==> config.mk <==
export PLATFORM = sky130hd
export DESIGN_NAME = fetch_unit
export DESIGN_NICKNAME = d
export VERILOG_FILES = /design/src/rtl/fetch_unit.sv
export SDC_FILE = /design/constraint.sdc
export NUM_CORES = 1
export LEC_CHECK = 0
export BUFFER_PORTS_ARGS = -buffer_cell sky130_fd_sc_hd__buf_2
export CAP_MARGIN = 20
export CORE_MARGIN = 2
export CORE_UTILIZATION = 52
export CTS_CLUSTER_DIAMETER = 100
export DETAILED_ROUTE_END_ITERATION = 10
export PLACE_DENSITY = 0.76
export SYNTH_ARGS = -nofsm -noshare
export SYNTH_HDL_FRONTEND = slang
export SYNTH_SLANG_ARGS = --single-unit
export TNS_END_PERCENT = 10
==> constraint.sdc <==
create_clock -name clk -period 13.2 [get_ports clk]
set_input_delay 1.98 -clock clk [delete_from_list [all_inputs] [get_ports clk]]
set_output_delay 1.98 -clock clk [all_outputs]
set_load 0.005 [all_outputs]
==> src/rtl/fetch_unit.sv <==
`timescale 1ns/1ps
// Sequential word fetcher feeding a byte-addressed memory; presents words downstream
// through a valid/ready output register, with a skid entry for the registered read path.
module fetch_unit #(
  parameter logic [31:0] RESET_PC = 32'h0000_0000,
  parameter int          RD_LAT   = 1
) (
  input  logic        clk,
  input  logic        rst,
  input  logic        stall,
  input  logic        redirect,
  input  logic [31:0] redirect_pc,
  output logic [31:0] mem_addr,
  output logic        mem_wr_en,
  output logic [31:0] mem_data_in,
  input  logic [31:0] mem_rdata,
  output logic [31:0] instr,
  output logic [31:0] instr_pc,
  output logic        instr_valid,
  input  logic        instr_ready
);

  logic [31:0] fetch_pc;
  logic [31:0] target_pc;
  logic        consume;

  assign mem_addr    = fetch_pc;
  assign mem_wr_en   = 1'b0;
  assign mem_data_in = 32'h0000_0000;
  assign target_pc   = redirect_pc & 32'hFFFF_FFFC;
  assign consume     = instr_valid && instr_ready;

  if (RD_LAT == 0) begin : g_comb_read
    logic issue;
    assign issue = !stall && !redirect && (!instr_valid || instr_ready);

    // address stage and capture stage collapse into one edge
    always_ff @(posedge clk) begin
      if (rst) begin
        fetch_pc    <= RESET_PC;
        instr       <= 32'h0;
        instr_pc    <= 32'h0;
        instr_valid <= 1'b0;
      end else if (redirect) begin
        fetch_pc    <= target_pc;
        instr_valid <= 1'b0;
      end else if (issue) begin
        fetch_pc    <= fetch_pc + 32'd4;
        instr       <= mem_rdata;
        instr_pc    <= fetch_pc;
        instr_valid <= 1'b1;
      end else if (consume) begin
        instr_valid <= 1'b0;
      end
    end
  end else begin : g_reg_read
    logic        inflight;
    logic [31:0] req_pc;
    logic [31:0] skid_word;
    logic [31:0] skid_pc;
    logic        skid_valid;
    logic [1:0]  occ;
    logic [1:0]  occ_after;
    logic        issue;

    // every issued word must have a slot reserved in output reg or skid
    assign occ       = 2'(instr_valid) + 2'(skid_valid) + 2'(inflight);
    assign occ_after = occ - 2'(consume);
    assign issue     = !stall && !redirect && (occ_after < 2'd2);

    // request stage: issue address; response stage: land word in output or skid
    always_ff @(posedge clk) begin
      if (rst) begin
        fetch_pc    <= RESET_PC;
        instr       <= 32'h0;
        instr_pc    <= 32'h0;
        instr_valid <= 1'b0;
        inflight    <= 1'b0;
        skid_valid  <= 1'b0;
      end else if (redirect) begin
        fetch_pc    <= target_pc;
        instr_valid <= 1'b0;
        skid_valid  <= 1'b0;
        inflight    <= 1'b0;
      end else begin
        inflight <= issue;
        if (issue) begin
          fetch_pc <= fetch_pc + 32'd4;
          req_pc   <= fetch_pc;
        end
        if (consume) begin
          if (skid_valid) begin
            instr    <= skid_word;
            instr_pc <= skid_pc;
            if (inflight) begin
              skid_word <= mem_rdata;
              skid_pc   <= req_pc;
            end else begin
              skid_valid <= 1'b0;
            end
          end else if (inflight) begin
            instr    <= mem_rdata;
            instr_pc <= req_pc;
          end else begin
            instr_valid <= 1'b0;
          end
        end else if (inflight) begin
          if (!instr_valid) begin
            instr       <= mem_rdata;
            instr_pc    <= req_pc;
            instr_valid <= 1'b1;
          end else begin
            skid_word  <= mem_rdata;
            skid_pc    <= req_pc;
            skid_valid <= 1'b1;
          end
        end
      end
    end
  end

endmodule

==> results of run 1 <==
==> cells by family after synthesis <==
logic type,synth area share [%]
xor gates and xnor gates,2.51
other,0.0489
buffers and inverters,6.42
AOI/OAI and AO/OA,10.1
DFF,60.9
adders and majority gates,0.816
muxes,8.38
and+or+nand+nor,10.8
==> worst reg2reg max path, cell delays in order, from the launching register on <==
cell	delay, ps
dfxtp_1	450
nand2_1	150
ha_1	310
ha_1	270
a21oi_1	200
mux2i_2	90
buf_4	230
or2_2	390
inv_1	480
buf_8	250
==> layout by cell type, fill, tap and decap left out, drive strengths merged, types with 11 or more instances in the layout <==
cell type | synthesis | final
buf | 52 | 165
clkbuf | 27 | 19
dfxtp | 95 | 95
mux2i | 63 | 63
a211oi | 77 | 77
xnor2 | 22 | 22
edfxtp | 92 | 92
conb | 1 | 37
nor2 | 85 | 85
nor3 | 13 | 13
inv | 10 | 11
nand2 | 24 | 24
==> per-layer routing <==
layer	track usage, %	wire [um]	up-vias
met5	0	0	-
met4	6.99	175	0
met3	4.62	948	16
met2	32.6	7670	191
met1	26.7	6940	2488
li1	-	-	2598
==> layout make-up <==
type                       count  share of cell area, %
clock buffer                  19                   4.80
clock inverter                13                   1.14
inverter                      10                  0.416
multi-input combinational    409                   29.5
timing repair buffer         165                   9.87
sequential                   187                   51.7
tap                          184                   2.55
==> per-stage QoR <==
stage	instances	setup slack, ps	instance area, sq um
5_1_grt	987	8780	9020
4_1_cts	984	8730	8950
3_5_place_dp	952	8280	8420
2_1_floorplan	685	5910	7800
3_3_place_gp	952	8370	8420
6_report	987	8910	9020
==> how the worst max path moves through the flow <==
stage,end,cells after the start,slack [ps],from
4_1_cts,g_reg_read.req_pc[25]$_DFFE_PP_,9,8730,instr_ready
5_1_grt,g_reg_read.req_pc[21]$_DFFE_PP_,10,8780,instr_ready
6_report,g_reg_read.req_pc[25]$_DFFE_PP_,10,8910,instr_ready
2_1_floorplan,g_reg_read.skid_pc[10]$_DFFE_PP_,3,5910,redirect
3_5_place_dp,g_reg_read.req_pc[10]$_DFFE_PP_,9,8280,instr_ready
3_3_place_gp,g_reg_read.req_pc[27]$_DFFE_PP_,9,8370,instr_ready
==> power groups by stage <==
stage	logic [uW]	registers [uW]	clock network [uW]
4_1_cts	74.0	641	471
2_1_floorplan	47.5	651	0
3_3_place_gp	70.6	652	0
3_5_place_dp	73.4	654	0
5_1_grt	82.8	643	495
6_report	74.4	641	462
==> registers in the layout, summed over array words and instances, names as in the netlist <==
signal,flops
instr,32
instr_pc,30
g_reg_read.skid_word,32
g_reg_read.inflight,1
g_reg_read.req_pc,30
g_reg_read.skid_valid,1
instr_valid,1
g_reg_read.skid_pc,30
mem_addr,30
==> results.toml, run 1 <==
[pwr]
p_seq_share_pct = 54.4
power_uw = 1180
combPwrFrac_pct = 6.3
switching_power_uw = 262
p_sw_share_pct = 22.3
power_density_nw_per_um2 = 131
clkPwrFrac_pct = 39.2
ir_drop_v = 0.0000858
intPower_uw = 916
leakage_uw = 0.00388

[sta]
holdWs_ps = 455
min_period_over_period_pct = 32.5
maxSlewViolCount = 0
max_freq_mhz = 233
rsz0062_at_grt = "false"
clock_skew_ps = 9.53
setup_viol = 0
post-route-min-period_ps = 4290
finalSetupTns_ps = 0
worstMarginPinSlew_ps = 1040
hold_viol_final = 0
maxSlewHeadroom_pct = 30.6

[run]
cap_viol_max_count = 0

[critical_path]
end_kind = "flop"
r2r_setup_slack_ps = 10080
worst_path_most_repeated_cell = "ha_1"
critPathMaxFanout = 29
r2r-start = "instr_valid$_SDFFE_PP0P_"
crit_arrival_ps = 4410
cp.required_ps = 13320
crit_path_cell_trace = "buf_2 -> nand2_1 -> ha_1 -> ha_1 -> a21oi_1 -> mux2i_2 -> buf_4 -> or2_2 -> inv_1 -> buf_8"
startpoint_type = "primary input"
crit_buf_inv = 4
cp_top_family = "buffers and inverters"
crit_slowest_cell = "inv_1"
reg2reg_depth = 9
critPathKind = "primary input to flop"
critPathMaxStageDelay_ps = 480
r2r-end = "g_reg_read.req_pc[25]$_DFFE_PP_"

[worst_hold_path]
hold_path_class = "flop to flop"
hold_end = "g_reg_read.skid_pc[13]$_DFFE_PP_"
min_path_cells = 0
min_from = "g_reg_read.req_pc[13]$_DFFE_PP_"

[clock_network]
insertion_delay_ps = 420
postCtsSetupBuffers = 0
clk_pin_slew_ps = 60
cts_tree = "done"
postCtsHoldBufs = 0
cts_num_sinks = 187
cts_root_buffer = "clkbuf_16"
ctsResizeCount = 0
clockBufferDepth = 2
cts_buffers = 17
cts.htree.levels = 4

[placed_design]
io_buffers = 159
place_congestion = 0.830
place_hpwl_um = 10500

[detailed_routing]
antenna_left = 0
wl_um = 15700
drt_pass1_iterations = 5
vias_per_cell = 5.36
route.detailed.drc = 0
post_drt_wl_per_cell_um = 15.9
drt_iter0_drc = 330
vias = 5293

[global_route]
grt.total_usage_pct = 20.1
grt_pass1_wl_um = 25400
gr-total-overflow = 0
antenna_found_initial = 0
grt_max_degree = 125
first_global_vias = 5061

[floorplanning]
core_sq_um = 14500
dieArea_sq_um = 15700
die_h_um = 125
fp.dieW_um = 125
ios = 199
initial_core_util_pct = 52.9
rows = 44

[synth]
syn_inst = 649
synth_area_leaders = "edfxtp_1 (36%), dfxtp_1 (25%), mux2i_1 (8.2%)"
syn_area_sq_um = 7660
ys_types = 47
synth-seq-cells = 187
synth_edf_count = 92
synth_area_leader_cell = "edfxtp_1"
yosysWarnings = 0
synthArstFlopShare_pct = 0
synthMostInstantiatedCell = "dfxtp_1"
synth.avg_cell_area_sq_um = 11.8
yosys-top-cells-count = "dfxtp_1 (95), edfxtp_1 (92), nor2_1 (85)"
yosysSeqAreaShare_pct = 60.9
synthFlopType = "dfxtp_1"
synth_top_cell_area_share_pct = 36.0

[run_status]
status = "complete, no violations"

[finish]
post_route_cells_drive_above_1_share_pct = 25.4
multi_input_area_sq_um = 2660
syn2layout_area_growth_pct = 17.7
final_nets = 864
regArea_sq_um = 4660
final_util_pct = 62.3
antenna_cells = 0
fillers = 1163
Note: power is estimated with default switching activity, not from simulation.
==> inputs of run 2 (changes only) <==
clock period = 4.45 ns   (was 13.2 ns; I/O delays follow)
==> results.toml, run 2 (synthesis results as in run 1) <==
[run_status]
status = "complete, no violations"

[critical_path]
crit_path_cell_trace = "nand2_1 -> ha_1 -> ha_1 -> a21oi_1 -> mux2i_2 -> buf_4 -> nor3_1 -> a211o_1 -> a31oi_1"
cp.required_ps = 4790
worst_path_most_repeated_cell = "ha_1"
crit_slowest_cell = "mux2i_2"
r2r-end = "mem_addr[20]$_SDFFE_PP0P_"
critPathKind = "flop to flop"
critPathLaunch = "instr_valid$_SDFFE_PP0P_"
r2r_setup_slack_ps = 1380
reg2reg_depth = 9
startpoint_type = "flop"
cp-endpoint = "mem_addr[20]$_SDFFE_PP0P_"
end_kind = "flop"
critPathMaxFanout = 17
critPathMaxStageDelay_ps = 670
crit_arrival_ps = 3410
r2r-start = "instr_valid$_SDFFE_PP0P_"

[finish]
final_common_cell = "buf_2"
final_nets = 865
fillers = 1161
stdcell_area_sq_um = 9020
post_route_cells_drive_above_1_share_pct = 25.4
final_cell_mix = "buf_2 (159), dfxtp_1 (95), edfxtp_1 (92), nor2_1 (85), a211oi_1 (77)"
syn2layout_area_growth_pct = 17.7
antenna_cells = 0
final_util_pct = 62.3
top_regs = "g_reg_read.skid_word (32), instr (32)"

[clock_network]
postCtsHoldBufs = 0
postCtsSetupBuffers = 0
cts.htree.levels = 4
insertion_delay_ps = 420
cts_num_sinks = 187
ctsResizeCount = 0
clk_pin_slew_ps = 70
cts_tree = "done"
cts_root_buffer = "clkbuf_16"
cts_buffers = 17
clockBufferDepth = 2

[detailed_routing]
vias_per_cell = 5.45
vias = 5380
drt_iter0_drc = 268
drt_pass1_iterations = 5
post_drt_wl_per_cell_um = 16.1
wl_um = 15900
antenna_left = 0
route.detailed.drc = 0

[placed_design]
place_hpwl_um = 10400
io_buffers = 159
place_congestion = 0.865
place_area_sq_um = 8440

[sta]
finalSetupTns_ps = 0
worstMarginPinSlew_ps = 1010
clock_skew_ps = 12.2
post-route-min-period_ps = 3070
min_period_over_period_pct = 69.1
max_freq_mhz = 325
hold_viol_final = 0
maxSlewViolCount = 0
setup_viol = 0
rsz0062_at_grt = "false"
maxSlewHeadroom_pct = 32.8

[floorplanning]
dieArea_sq_um = 15700
rows = 44
initial_core_util_pct = 52.9
core_sq_um = 14500
ios = 199
fp.dieW_um = 125
die_h_um = 125

[pwr]
leakage_uw = 0.00387
power_density_nw_per_um2 = 388
ir_drop_v = 0.000258

[worst_hold_path]
hold_path_class = "primary input to flop"

[run]
cap_viol_max_count = 0

[global_route]
antenna_found_initial = 0
grt_pass1_wl_um = 25300
grt.total_usage_pct = 19.8
grt_max_degree = 125
gr-total-overflow = 0
first_global_vias = 5061
[run 2: per-layer routing]
layer	GRT usage (%)	vias to the layer above	part of all wire, %
met5	0	-	0
met4	5.95	0	1.6
met1	28.6	2523	47
met2	29.7	235	45
li1	-	2596	-
met3	5.09	26	6.2
[run 2: per-stage QoR]
step	hold slack (ps)	worst slack [ps]	cells	total power, uW
3_5_place_dp	438	1130	954	2160
5_1_grt	423	1200	988	3640
3_3_place_gp	437	1270	954	2150
6_report	441	1380	988	3500
2_1_floorplan	426	365	685	2070
4_1_cts	426	1430	986	3530
[run 2: worst max-delay path: cells and delay by family, from the launching register on]
family	cells	cell delay, ps
multiplexers	1	670
AO/OA/AOI/OAI	3	660
adder cells (fa/ha/maj)	2	590
flip-flops	1	460
buffers and inverters	1	360
AND/OR/NAND/NOR	2	260
[run 2: report_power, final]
group          leakage (uW)  internal (uW)  switching [uW]
Clock              0.000243            765             613
Combinational       0.00201           98.4             123
Sequential          0.00162           1850            49.4
Total               0.00387           2720             786
[run 2: area by class of cell]
class | count | area, sq um | share of cell area (%)
flip-flops and latches | 187 | 4660 | 51.7
multi-input cells | 409 | 2670 | 29.6
repair buffers | 166 | 881 | 9.76
clock buffers | 20 | 437 | 4.84
well taps | 184 | 230 | 2.55
clock inverters | 12 | 101 | 1.12
inverters | 10 | 37.5 | 0.416
[run 2: worst min path at each step]
stage          slack [ps]                             from                            endpoint  cells past startpoint
3_5_place_dp          440  g_reg_read.req_pc[26]$_DFFE_PP_    g_reg_read.skid_pc[26]$_DFFE_PP_                      0
5_1_grt               420                     mem_rdata[1]   g_reg_read.skid_word[1]$_DFFE_PP_                      1
6_report              440                    mem_rdata[15]  g_reg_read.skid_word[15]$_DFFE_PP_                      1
3_3_place_gp          440  g_reg_read.req_pc[26]$_DFFE_PP_    g_reg_read.skid_pc[26]$_DFFE_PP_                      0
2_1_floorplan         430  g_reg_read.req_pc[10]$_DFFE_PP_    g_reg_read.skid_pc[10]$_DFFE_PP_                      0
4_1_cts               430                    mem_rdata[12]  g_reg_read.skid_word[12]$_DFFE_PP_                      1
==> inputs of run 3 (changes only) <==
ABC_AREA = 1   (was not set)
CORE_UTILIZATION = 49   (was 52)
PLACE_DENSITY = 0.74   (was 0.76)
clock period = 2.5 ns   (was 4.45 ns; I/O delays follow)
==> results.toml, run 3 <==
[finish]
final_nets = 1228
post_route_cells_drive_above_1_share_pct = 20.2
final_cell_mix = "nand2_1 (325), nor2_1 (169), buf_2 (159), dfxtp_1 (95), edfxtp_1 (92)"
fin_cells = 1392
syn2layout_area_growth_pct = 16.9
antenna_cells = 0
top_regs = "g_reg_read.skid_word (32), instr (32)"
final_common_cell = "nand2_1"

[detailed_routing]
post_drt_wl_per_cell_um = 13.6
antenna_left = 0
wl_um = 18900
drt_pass1_iterations = 5
drt_iter0_drc = 332
vias = 6720
vias_per_cell = 4.83
route.detailed.drc = 0

[synth]
yosysSeqAreaShare_pct = 55.0
synth_area_leader_cell = "edfxtp_1"
synthArstFlopShare_pct = 0
synthMostInstantiatedCell = "nand2_1"
syn_inst = 1000
synth_top_cell_area_share_pct = 32.6
synth_area_leaders = "edfxtp_1 (33%), dfxtp_1 (22%), nand2_1 (14%)"
syn_area_sq_um = 8490
synth.avg_cell_area_sq_um = 8.49
synth-seq-cells = 187
yosys-top-cells-count = "nand2_1 (325), nor2_1 (169), dfxtp_1 (95)"
synth_edf_count = 92
ys_types = 39
yosysWarnings = 0
synthFlopType = "dfxtp_1"

[floorplanning]
fp.dieW_um = 136
initial_core_util_pct = 49.6
rows = 48
core_sq_um = 17100
die_h_um = 136
dieArea_sq_um = 18400
ios = 199

[placed_design]
post-place-ws_ps = 204
io_buffers = 159
dp.cells = 1359
place_congestion = 0.897
place_hpwl_um = 12800

[clock_network]
cts_root_buffer = "clkbuf_16"
clockBufferDepth = 2
clk_pin_slew_ps = 70
cts_tree = "done"
cts_buffers = 17
insertion_delay_ps = 430
cts_num_sinks = 187
postCtsHoldBufs = 0
cts.htree.levels = 4

[critical_path]
crit_arrival_ps = 2650
cp.required_ps = 2860
startpoint_type = "flop"
r2r_setup_slack_ps = 210
critPathMaxFanout = 11
end_kind = "flop"
critPathKind = "flop to flop"

[sta]
holdWs_ps = 139
clock_skew_ps = 9.27
min_period_over_period_pct = 91.7
maxSlewViolCount = 0
fin_ws_ps = 208
setup_viol = 0
hold_viol_final = 0
post-route-min-period_ps = 2290
worstMarginPinSlew_ps = 928
finalSetupTns_ps = 0
maxSlewHeadroom_pct = 38.1
max_freq_mhz = 436
rsz0062_at_grt = "false"

[global_route]
busiest_layer = "met2"
use_met3_pct = 3.29
grt_util_met2_pct = 34.3
grt.total_usage_pct = 20.7
grt_pass1_wl_um = 29700
grt_max_degree = 63
antenna_found_initial = 0
use_met1_pct = 27.6
gr-total-overflow = 0
first_global_vias = 5981

[pwr]
power_uw = 6740
combPwrFrac_pct = 7.2
intPower_uw = 5210
switching_power_uw = 1530
power_density_nw_per_um2 = 679
clkPwrFrac_pct = 42.5
p_seq_share_pct = 50.2
p_sw_share_pct = 22.6
ir_drop_v = 0.000470
leakage_uw = 0.00437

[worst_hold_path]
hold_path_class = "primary input to flop"

[run]
cap_viol_max_count = 0

[run_status]
status = "complete, no violations"
-- run 3: changes by cell type after synthesis, sizes merged, moves of 7 or more --
cell,change
a211oi,-77
buf,+9
clkbuf,-10
inv,+42
mux2i,-63
nand2,+304
nand3,+32
nor2,+92
nor3,-7
nor4,-10
o21ai,+86
xnor2,-19
-- run 3: layer usage --
metal / share of wire (%) / wire length [um] / vias up
met2: 48 / 9010 / 216
li1: - / - / 3466
met1: 45 / 8440 / 3020
met5: 0 / 0 / -
met4: 1.5 / 280 / 0
met3: 6.0 / 1140 / 18
-- run 3: path summary, 6_finish.rpt --
check	from	endpoint	cells after the start
setup reg to reg	g_reg_read.inflight$_SDFF_PP0_	mem_addr[19]$_SDFFE_PP0P_	11
setup / recovery	g_reg_read.inflight$_SDFF_PP0_	mem_addr[19]$_SDFFE_PP0P_	11
hold / removal	mem_rdata[15]	g_reg_read.skid_word[15]$_DFFE_PP_	1
hold reg to reg	g_reg_read.req_pc[22]$_DFFE_PP_	g_reg_read.skid_pc[22]$_DFFE_PP_	0
-- run 3: metrics by stage --
| step | utilization [%] | area (sq um) |
|---|---|---|
| floorplan | - | 8630 |
| finish | 58.0 | 9920 |
| global placement | 54.2 | 9270 |
| CTS | 57.9 | 9900 |
| global route | 58.0 | 9920 |
| detailed placement | 54.2 | 9270 |
-- run 3: critical path: stages (launching register included) --
cell and delay [ps]:
dfxtp_1 430, inv_1 150, ha_1 320, ha_1 270
nand2_1 80, nand3_1 100, nand3_2 190, nand2_4 110
buf_12 150, o21ai_0 260, nand2_1 90, o21ai_1 80
-- run 3: repair_timing --
| item | CTS | global route |
|---|---|---|
| buffers inserted | 0 | 1 |
| resized for setup | 0 | 0 |
| endpoints found under the setup margin | 0 | 1 |
-- run 3: cell families after synthesis --
group                      share of synthesized area [%]
xor gates and xnor gates                           0.619
and+or+nand+nor                                     26.5
AOI/OAI and AO/OA                                   7.22
DFF                                                 55.0
other                                             0.0442
buffers and inverters                               9.88
adders and majority gates                          0.737
-- run 3: area by class of cell --
type,count,area (sq um)
sequential,187,4660
inverter,53,209
timing repair buffer,177,1010
fill,1619,7190
multi-input combinational,718,3130
clock inverter,13,189
tap,225,282
clock buffer,19,443
-- run 3: power by group through the flow --
stage	combinational (uW)	clock [uW]	sequential [uW]
after floorplan	319	0	3440
after global placement	471	0	3450
after detailed placement	479	0	3450
after CTS	484	2910	3390
after global routing	557	3020	3400
final	488	2870	3390
